===== src/rtl/fetch_stage_pkg.sv =====
// Core-wide fetch types and constants shared by the fetch stage and its FIFOs.
package fetch_stage_pkg;

   localparam logic [31:0] NOP_INST = 32'h0000_0013;

   typedef struct packed {
      logic [31:0] inst;
      logic [31:0] pc;
   } fetch_entry_t;

   typedef struct packed {
      logic        epoch;
      logic [31:0] pc;
   } pend_entry_t;

endpackage


===== src/rtl/fetch_fifo.sv =====
// Parameterised synchronous FIFO with flush; used for the instruction queue and request tracker.
module fetch_fifo #(
   parameter int unsigned DATA_W = 32,
   parameter int unsigned DEPTH  = 2,
   localparam int unsigned PTR_W = (DEPTH > 1) ? $clog2(DEPTH) : 1,
   localparam int unsigned CNT_W = $clog2(DEPTH + 1)
) (
   input  logic              i_clk,
   input  logic              i_reset,
   input  logic              i_push,
   input  logic [DATA_W-1:0] i_data,
   input  logic              i_pop,
   input  logic              i_flush,
   output logic [DATA_W-1:0] o_data,
   output logic [CNT_W-1:0]  o_count,
   output logic              o_empty,
   output logic              o_full
);

   logic [DATA_W-1:0] r_mem [DEPTH];
   logic [PTR_W-1:0]  r_wr_ptr;
   logic [PTR_W-1:0]  r_rd_ptr;
   logic [CNT_W-1:0]  r_count;
   logic              w_push;
   logic              w_pop;

   function automatic logic [PTR_W-1:0] next_ptr(input logic [PTR_W-1:0] p);
      return (p == PTR_W'(DEPTH - 1)) ? '0 : p + 1'b1;
   endfunction

   assign o_empty = (r_count == '0);
   assign o_full  = (r_count == CNT_W'(DEPTH));
   assign o_count = r_count;
   assign o_data  = r_mem[r_rd_ptr];
   assign w_pop   = i_pop && !o_empty;
   // A full FIFO may still accept a push when the head leaves in the same cycle.
   assign w_push  = i_push && (!o_full || w_pop);

   always_ff @(posedge i_clk) begin
      if (w_push && !i_flush) begin
         r_mem[r_wr_ptr] <= i_data;
      end
   end

   always_ff @(posedge i_clk) begin
      if (i_reset || i_flush) begin
         r_wr_ptr <= '0;
         r_rd_ptr <= '0;
         r_count  <= '0;
      end else begin
         if (w_push) r_wr_ptr <= next_ptr(r_wr_ptr);
         if (w_pop)  r_rd_ptr <= next_ptr(r_rd_ptr);
         unique case ({w_push, w_pop})
            2'b10:   r_count <= r_count + 1'b1;
            2'b01:   r_count <= r_count - 1'b1;
            default: r_count <= r_count;
         endcase
      end
   end

endmodule


===== src/rtl/fetch_stage.sv =====
// Instruction fetch: PC, in-order imem requests with credit flow control, queue and IF/ID register.
// Defining FETCH_PERF_CNT_EN adds stall-cycle and redirect performance counters.
module fetch_stage
   import fetch_stage_pkg::*;
#(
   parameter logic [31:0] RESET_PC = 32'h0000_0000,
   parameter int unsigned DEPTH    = 2
) (
   input  logic        clk,
   input  logic        reset,
   output logic        imem_req_valid,
   input  logic        imem_req_ready,
   output logic [31:0] imem_req_addr,
   input  logic        imem_rsp_valid,
   input  logic [31:0] imem_rsp_data,
   input  logic        redirect_valid,
   input  logic [31:0] redirect_pc,
   input  logic        stall,
   input  logic        halt,
   output logic        if_id_valid,
   output logic [31:0] if_id_inst,
   output logic [31:0] if_id_pc,
`ifdef FETCH_PERF_CNT_EN
   output logic [31:0] perf_fetch_stall_cycles,
   output logic [31:0] perf_redirect_count,
`endif
   output logic        fetch_idle
);

   localparam int unsigned CNT_W = $clog2(DEPTH + 1);

   logic [31:0]      r_fetch_pc;
   logic             r_epoch;
   logic             r_if_id_valid;
   logic [31:0]      r_if_id_inst;
   logic [31:0]      r_if_id_pc;

   fetch_entry_t     w_q_head;
   fetch_entry_t     w_q_wdata;
   pend_entry_t      w_p_head;
   pend_entry_t      w_p_wdata;
   logic [CNT_W-1:0] w_q_count;
   logic [CNT_W-1:0] w_p_count;
   logic             w_q_empty;
   logic             w_q_full;
   logic             w_p_empty;
   logic             w_p_full;
   logic             w_q_push;
   logic             w_q_pop;
   logic             w_p_pop;
   logic             w_req_fire;
   logic [CNT_W:0]   w_used;
   logic [CNT_W:0]   w_limit;

   // Credit: slots not yet claimed by queued or in-flight instructions, plus the one leaving now.
   assign w_q_pop   = !stall && !w_q_empty;
   assign w_used    = {1'b0, w_q_count} + {1'b0, w_p_count};
   assign w_limit   = (CNT_W + 1)'(DEPTH) + {{CNT_W{1'b0}}, w_q_pop};

   assign imem_req_valid = !reset && !halt && !redirect_valid && !w_p_full && (w_used < w_limit);
   assign imem_req_addr  = r_fetch_pc;
   assign w_req_fire     = imem_req_valid && imem_req_ready;

   assign w_p_wdata = '{epoch: r_epoch, pc: r_fetch_pc};
   // Responses with an empty tracker belong to requests issued before a reset.
   assign w_p_pop   = imem_rsp_valid && !w_p_empty;
   assign w_q_push  = w_p_pop && (w_p_head.epoch == r_epoch) && !redirect_valid;
   assign w_q_wdata = '{inst: imem_rsp_data, pc: w_p_head.pc};

   fetch_fifo #(
      .DATA_W ($bits(pend_entry_t)),
      .DEPTH  (DEPTH)
   ) u_pend_fifo (
      .i_clk   (clk),
      .i_reset (reset),
      .i_push  (w_req_fire),
      .i_data  (w_p_wdata),
      .i_pop   (w_p_pop),
      .i_flush (1'b0),
      .o_data  (w_p_head),
      .o_count (w_p_count),
      .o_empty (w_p_empty),
      .o_full  (w_p_full)
   );

   fetch_fifo #(
      .DATA_W ($bits(fetch_entry_t)),
      .DEPTH  (DEPTH)
   ) u_inst_fifo (
      .i_clk   (clk),
      .i_reset (reset),
      .i_push  (w_q_push),
      .i_data  (w_q_wdata),
      .i_pop   (w_q_pop),
      .i_flush (redirect_valid),
      .o_data  (w_q_head),
      .o_count (w_q_count),
      .o_empty (w_q_empty),
      .o_full  (w_q_full)
   );

   always_ff @(posedge clk) begin
      if (reset) begin
         r_fetch_pc <= RESET_PC;
         r_epoch    <= 1'b0;
      end else if (redirect_valid) begin
         r_fetch_pc <= redirect_pc;
         r_epoch    <= ~r_epoch;
      end else if (w_req_fire) begin
         r_fetch_pc <= r_fetch_pc + 32'd4;
      end
   end

   always_ff @(posedge clk) begin
      if (reset || redirect_valid || (!stall && w_q_empty)) begin
         r_if_id_valid <= 1'b0;
         r_if_id_inst  <= NOP_INST;
         r_if_id_pc    <= 32'h0;
      end else if (!stall) begin
         r_if_id_valid <= 1'b1;
         r_if_id_inst  <= w_q_head.inst;
         r_if_id_pc    <= w_q_head.pc;
      end
   end

   assign if_id_valid = r_if_id_valid;
   assign if_id_inst  = r_if_id_inst;
   assign if_id_pc    = r_if_id_pc;
   assign fetch_idle  = w_q_empty && w_p_empty;

   // A response without a reserved queue slot means the credit accounting is broken.
   a_no_overflow: assert property (@(posedge clk) disable iff (reset)
      !(w_q_push && w_q_full && !w_q_pop));

`ifdef FETCH_PERF_CNT_EN
   logic [31:0] r_perf_stall;
   logic [31:0] r_perf_redir;

   always_ff @(posedge clk) begin
      if (reset) begin
         r_perf_stall <= 32'h0;
         r_perf_redir <= 32'h0;
      end else begin
         if (!stall && w_q_empty && !redirect_valid) r_perf_stall <= r_perf_stall + 32'd1;
         if (redirect_valid)                         r_perf_redir <= r_perf_redir + 32'd1;
      end
   end

   assign perf_fetch_stall_cycles = r_perf_stall;
   assign perf_redirect_count     = r_perf_redir;
`endif

endmodule


===== config.mk =====
export PLATFORM = sky130hd
export DESIGN_NAME = fetch_stage
export DESIGN_NICKNAME = d
export VERILOG_FILES = /design/src/rtl/fetch_stage_pkg.sv /design/src/rtl/fetch_fifo.sv /design/src/rtl/fetch_stage.sv
export SDC_FILE = /design/constraint.sdc
export NUM_CORES = 1
export LEC_CHECK = 0
export BUFFER_PORTS_ARGS = -buffer_cell sky130_fd_sc_hd__buf_4
export CAP_MARGIN = 20
export CORE_ASPECT_RATIO = 1.5
export CORE_MARGIN = 2
export CORE_UTILIZATION = 61
export CTS_CLUSTER_DIAMETER = 100
export DETAILED_ROUTE_END_ITERATION = 8
export MAX_ROUTING_LAYER = met4
export PLACE_DENSITY = 0.85
export SKIP_CTS_REPAIR_TIMING = 1
export SLEW_MARGIN = 25
export SYNTH_ARGS = -nofsm -noshare
export SYNTH_HDL_FRONTEND = slang
export SYNTH_SLANG_ARGS = --single-unit

===== constraint.sdc =====
create_clock -name clk -period 11.5 [get_ports clk]
set_clock_uncertainty 0.05 [all_clocks]
set_input_delay 2.875 -clock clk [delete_from_list [all_inputs] [get_ports clk]]
set_output_delay 2.875 -clock clk [all_outputs]
set_load 0.005 [all_outputs]

* After elaboration in Yosys (flattened, before gate mapping)
Memories as Yosys holds them, arrays and structs flattened. A register that Yosys moved wholly into a read port is not among the register bits.
Cells that the tools add are included.
** Word-level totals
- Word-level logic and storage cells :: 79
- Bits of input ports :: 71
- Output and inout bits :: 99
- RAM bits :: 194
- Bits in registers :: 42
- Memories kept :: 2
** Memories
- u_inst_fifo.r_mem :: words 2, bits a word 64, rd ports 1, clocked after memory_dff 1, wr ports 1, RTL line fetch_fifo.sv:20 : logic [DATA_W-1:0] r_mem [DEPTH];
- u_pend_fifo.r_mem :: words 2, bits a word 33, rd ports 1, clocked after memory_dff 1, wr ports 1, RTL line fetch_fifo.sv:20
** Operators by class
- Reductions and logical operators :: 34
- Mux-type cells :: 14
- Bitwise logic cells :: 1
- Magnitude comparators :: 1
- Add/subtract/negate cells :: 11
- Equality and inequality tests :: 7
** Operator list (number)
- two-way mux 32 bit :: 2
- adder 32 x 3 -> 32 bit, second input constant :: 1
- logical AND 1 bit :: 16
- two-way mux 1 bit :: 10
- zero test 1 bit :: 9
- == test 2 bit, second input constant :: 4
- one-hot mux 2 bit (2 select lines) :: 2
- nonzero test 2 bit :: 3
- adder 1 bit, second input constant :: 4
- adder 2 x 1 -> 2 bit, second input constant :: 2
- == test 2 x 1 -> 1 bit, second input constant :: 2
- zero test 2 bit :: 2
- logical OR 1 bit :: 4
- subtractor 2 x 1 -> 2 bit, second input constant :: 2
- adder 2 x 1 -> 3 bit, first input constant :: 1
- adder 2 x 2 -> 3 bit :: 1
- less-than comparator 3 bit :: 1
- == test 1 bit :: 1
- inverter 1 bit :: 1

* Longest topological paths before layout
- Depth in word-level cells :: 10
- Gate-level depth with buffers :: 12
- Gate-level depth less buffers :: 10

* By module
A second synthesis with hierarchy kept.
** Unflattened totals
- Cells, all modules :: 813
- Area total of the unflattened synthesis :: 11803.8 um^2
** Modules (own cells, without submodules)
- fetch_fifo (u_inst_fifo) :: seq. area each 3943.8 um^2, cells an instance 228, area an instance 4875.9 um^2, instances 1
- fetch_stage :: seq. area each 1961.9 um^2, cells an instance 453, area an instance 4292.9 um^2, instances 1
- fetch_fifo (u_pend_fifo) :: seq. area each 2082.0 um^2, cells an instance 132, area an instance 2635.0 um^2, instances 1

* Worst setup path before layout
OpenSTA, ideal clock, no wires.
- Path type :: in2reg
- From :: input redirect_valid
- To :: memory u_inst_fifo.r_mem[0][0] (netlist name), enable pin
- Cell stages on the path :: 4
- Library setup time :: 0.487 ns
- Data arrival time :: 6.061 ns
- Path buffers :: 1
- Path slack :: 4.903 ns
- Data required time :: 10.963 ns
- Cells stage by stage :: buf_2 -> clkinv_1 -> o2111ai_1 -> nor2_1
** Between the ends
- Cells in the longest elaborated chain, start to end :: 6
** Ends and longest elaborated chain
- start: declaration :: RTL line fetch_stage.sv:16 : input logic redirect_valid,
- zero test 1 bit * :: RTL line fetch_fifo.sv:40, fetch_stage.sv:67
- logical AND 1 bit :: RTL line fetch_stage.sv:67 : assign w_q_push = w_p_pop && (w_p_head.epoch == r_epoch) && !redirect_valid;
- logical AND 1 bit :: RTL line fetch_fifo.sv:37 : assign w_push = i_push && (!o_full || w_pop);
- logical AND 1 bit * :: RTL line fetch_fifo.sv:40 : if (w_push && !i_flush) begin
- two-way mux 1 bit * :: RTL line fetch_fifo.sv:40
- two-way mux 1 bit (not written as such) * :: RTL line fetch_fifo.sv:41 : r_mem[r_wr_ptr] <= i_data;
- end: declaration :: RTL line fetch_fifo.sv:20
Mark *: on every way between the ends. The rest lies on a longest branch, timed or not.

* Worst setup path in the final report
- From :: input stall
- To :: output imem_req_valid
** Between the ends
- Cells in the longest elaborated chain, start to end :: 5
** Ends and longest elaborated chain
- start: declaration :: RTL line fetch_stage.sv:18 : input logic stall,
- zero test 1 bit
- logical AND 1 bit :: RTL line fetch_stage.sv:56 : assign w_q_pop = !stall && !w_q_empty;
- adder 2 x 1 -> 3 bit :: RTL line fetch_stage.sv:58 : assign w_limit = (CNT_W + 1)'(DEPTH) + {{CNT_W{1'b0}}, w_q_pop};
- less-than comparator 3 bit :: RTL line fetch_stage.sv:60 : assign imem_req_valid = !reset && !halt && !redirect_valid && !w_p_full && (w_used < w_limit);
- logical AND 1 bit :: RTL line fetch_stage.sv:60
- end: declaration :: RTL line fetch_stage.sv:11 : output logic imem_req_valid,
No other way between the ends.

==> results.sh <==
export IMPL_status="completed"
export IMPL_antenna_left=0
export IMPL_grt_pass1_vias=7348
export IMPL_reg2reg_depth=9
export IMPL_yosysWarnings=0
export IMPL_synth_most_common_cell="edfxtp_1"
export IMPL_syn_inst=867
export IMPL_yosysTopAreaCell="edfxtp_1"
export IMPL_utilization=0.746
export IMPL_clockBufferDepth=3
export IMPL_viasPerCell=5.68
export IMPL_synth_flop_cell="edfxtp_1"
export IMPL_final_hold_viol_count=0
export IMPL_clkLatencyLatePin_ps=520
export IMPL_rows=61
export IMPL_final_cell_area_sq_um=13800
export IMPL_drive_gt1_frac=0.251
export IMPL_drtIter0Drc=444
export IMPL_tritoncts="done"
export IMPL_sw_frac_of_total=0.202
export IMPL_placed_area_sq_um=12900
export IMPL_maxCapViolCount=0
export IMPL_vias=7337
export IMPL_hold_path_class="register to register"
export IMPL_peakVddDrop_mv=0.108
export IMPL_critPathArrivalTime_ps=4010
export IMPL_die_y_um=172
export IMPL_syn_to_final_growth_pct=20.6
export IMPL_worstSetupStartpointType="input pin"
export IMPL_worstMarginPinSlew_ps=937
export IMPL_drv_slew=0
export IMPL_synthTopCellsByCount="194 x edfxtp_1, 149 x nor2_1, 107 x dfxtp_1, 71 x a21oi_1, 67 x mux2i_1"
export IMPL_grt_overflow_total=0
export IMPL_power_leakage_uw=0.00490
export IMPL_dp_cells=1244
export IMPL_setup_viol=0
export IMPL_total_power_uw=2190
export IMPL_die_area_sq_um=19900
export IMPL_worstReg2RegEnd="u_pend_fifo.o_count[1]"
export IMPL_initial_core_util=0.618
export IMPL_synthDominantCellAreaShare=0.510
export IMPL_intPower_uw=1750
export IMPL_ys_types=49
export IMPL_grt_max_degree=83
export IMPL_power_density_nw_per_um2=159
export IMPL_slew_headroom=0.373
export IMPL_fin_setup_tns_ps=0
export IMPL_wl_per_cell_um=18.5
export IMPL_p_comb_frac=0.053
export IMPL_cts_clk_slew_worst_paths_ps=60
export IMPL_gp_congestion=0.947
export IMPL_holdPathEnd="if_id_valid"
export IMPL_r2r_slack_ps=7520
export IMPL_drtPass1Iterations=6
export IMPL_rsz0062_at_grt="no"
export IMPL_critPathCaptureType="output pin"
export IMPL_synthesis_nets=943
export IMPL_totalWireLength_um=23900
export IMPL_ys_seq_area_frac=0.697
export IMPL_p_sw_uw=444
export IMPL_crit_type="input pin to output pin"
export IMPL_timing_rr_start="u_inst_fifo.o_count[0]"
export IMPL_pwr_share_clk=0.403
export IMPL_grt_pass1_wl_um=37600
export IMPL_syn_area_per_cell_sq_um=13.2
export IMPL_dp_hpwl_um=15200
export IMPL_crit_required_ps=8580
export IMPL_cp_max_fo=50
export IMPL_n_antenna_cell=0
export IMPL_hold_path_startpoint="if_id_valid"
export IMPL_yosys_top_cells_area="edfxtp_1 51%, dfxtp_1 19%, mux2i_1 5.9%"
export IMPL_final_cells=1291
export IMPL_clockRootBuffer="clkbuf_16"
export IMPL_cts_buffers=26
export IMPL_fin_nets=1096
export IMPL_fin_crit_sh=0.603
export IMPL_io_buffers=169
export IMPL_period_minus_slack_ps=6930
export IMPL_post_route_drc_count=0
export IMPL_grtUsageTotal=0.250
export IMPL_antenna_found_initial=0
export IMPL_io_pins=170
export IMPL_fmax_ghz=0.144
export IMPL_min_path_cells=2
export IMPL_die_w_um=116
export IMPL_h_tree_depth=1
export IMPL_ys_ff_latch=301
export IMPL_async_flop_share=0
export IMPL_mappedNetlistArea_sq_um=11400
export IMPL_core_area_sq_um=18500
export IMPL_synth_edf_count=194
export IMPL_seqPwrFrac=0.544
export IMPL_cts_sinks=301
-- cell type report --
| class | instances | area (sq um) |
|---|---|---|
| timing repair buffer | 178 | 1340 |
| fill | 1248 | 4690 |
| clock inverter | 8 | 87.6 |
| tap | 252 | 315 |
| clock buffer | 39 | 793 |
| inverter | 13 | 48.8 |
| sequential | 301 | 7970 |
| multi-input combinational | 500 | 3230 |
-- state kept, by name, summed over array words and instances, names as in the netlist, named ones only --
register / cells
if_id_inst: 32
u_pend_fifo.r_mem: 66
u_inst_fifo.o_count: 2
u_inst_fifo.r_wr_ptr: 1
if_id_valid: 1
if_id_pc: 32
imem_req_addr: 32
u_pend_fifo.r_wr_ptr: 1
r_epoch: 1
u_inst_fifo.r_rd_ptr: 1
u_pend_fifo.r_rd_ptr: 1
u_pend_fifo.o_count: 2
u_inst_fifo.r_mem: 128
-- routing by layer --
| metal | vias up | GRT usage | part of all wire |
|---|---|---|---|
| met1 | 3545 | 0.293 | 0.40 |
| met5 | - | - | 0 |
| met3 | 47 | 0.0243 | 0.043 |
| li1 | 3497 | - | - |
| met4 | 0 | 0.0937 | 0.031 |
| met2 | 248 | 0.444 | 0.53 |
-- placed cells by master, fill, tap and decap left out, drive strengths merged, types with 3 or more instances in the layout --
master and instances:
a21oi 71, ha 4, mux2i 67, xor2 4
o31ai 3, nand4 5, mux2 35, o31a 3
inv 12, nand2b 4, dfxtp 107, nor2 149
or3 8, clkinv 7, nor3 12, o211ai 4
and3 13, a311oi 8, xnor2 10, nand2 20
buf 178, clkbuf 39, nor4 6, a31oi 9
nand3 9, or4 8, o21ai 18, edfxtp 194
a211oi 6
-- power by group through the flow --
stage | combinational [uW] | clock (uW) | sequential (uW)
3_3_place_gp | 113 | 0 | 1210
6_report | 117 | 883 | 1190
3_5_place_dp | 116 | 0 | 1220
5_1_grt | 128 | 940 | 1200
4_1_cts | 117 | 895 | 1190
2_1_floorplan | 62.0 | 0 | 1210
-- critical path, cell delays in order --
cell and delay [ps]:
buf_4 260, o31ai_1 520, and3_1 240, buf_4 110
-- stage by stage --
stage | hold slack [ps] | worst slack (ps)
floorplan | 397 | 4900
global placement | 389 | 4590
detailed placement | 394 | 4590
global route | 433 | 4460
CTS | 404 | 4580
finish | 406 | 4570
-- kinds of logic after synthesis --
family / Yosys count / synth area share
DFF: 301 / 0.697
and+or+nand+nor: 239 / 0.0953
AOI/OAI and AO/OA: 140 / 0.0751
muxes: 102 / 0.0932
buffers and inverters: 66 / 0.0220
xor gates and xnor gates: 14 / 0.0107
adders and majority gates: 5 / 0.00613
-- how the worst max path moves through the flow --
stage | cells past startpoint | slack, ps | startpoint | to
finish | 4 | 4570 | stall | imem_req_valid
global route | 4 | 4460 | stall | imem_req_valid
CTS | 4 | 4580 | stall | imem_req_valid
detailed placement | 4 | 4590 | stall | imem_req_valid
global placement | 4 | 4590 | stall | imem_req_valid
floorplan | 4 | 4900 | redirect_valid | u_inst_fifo.r_mem[0][0]
No activity file was read; power rests on OpenSTA's default activity.
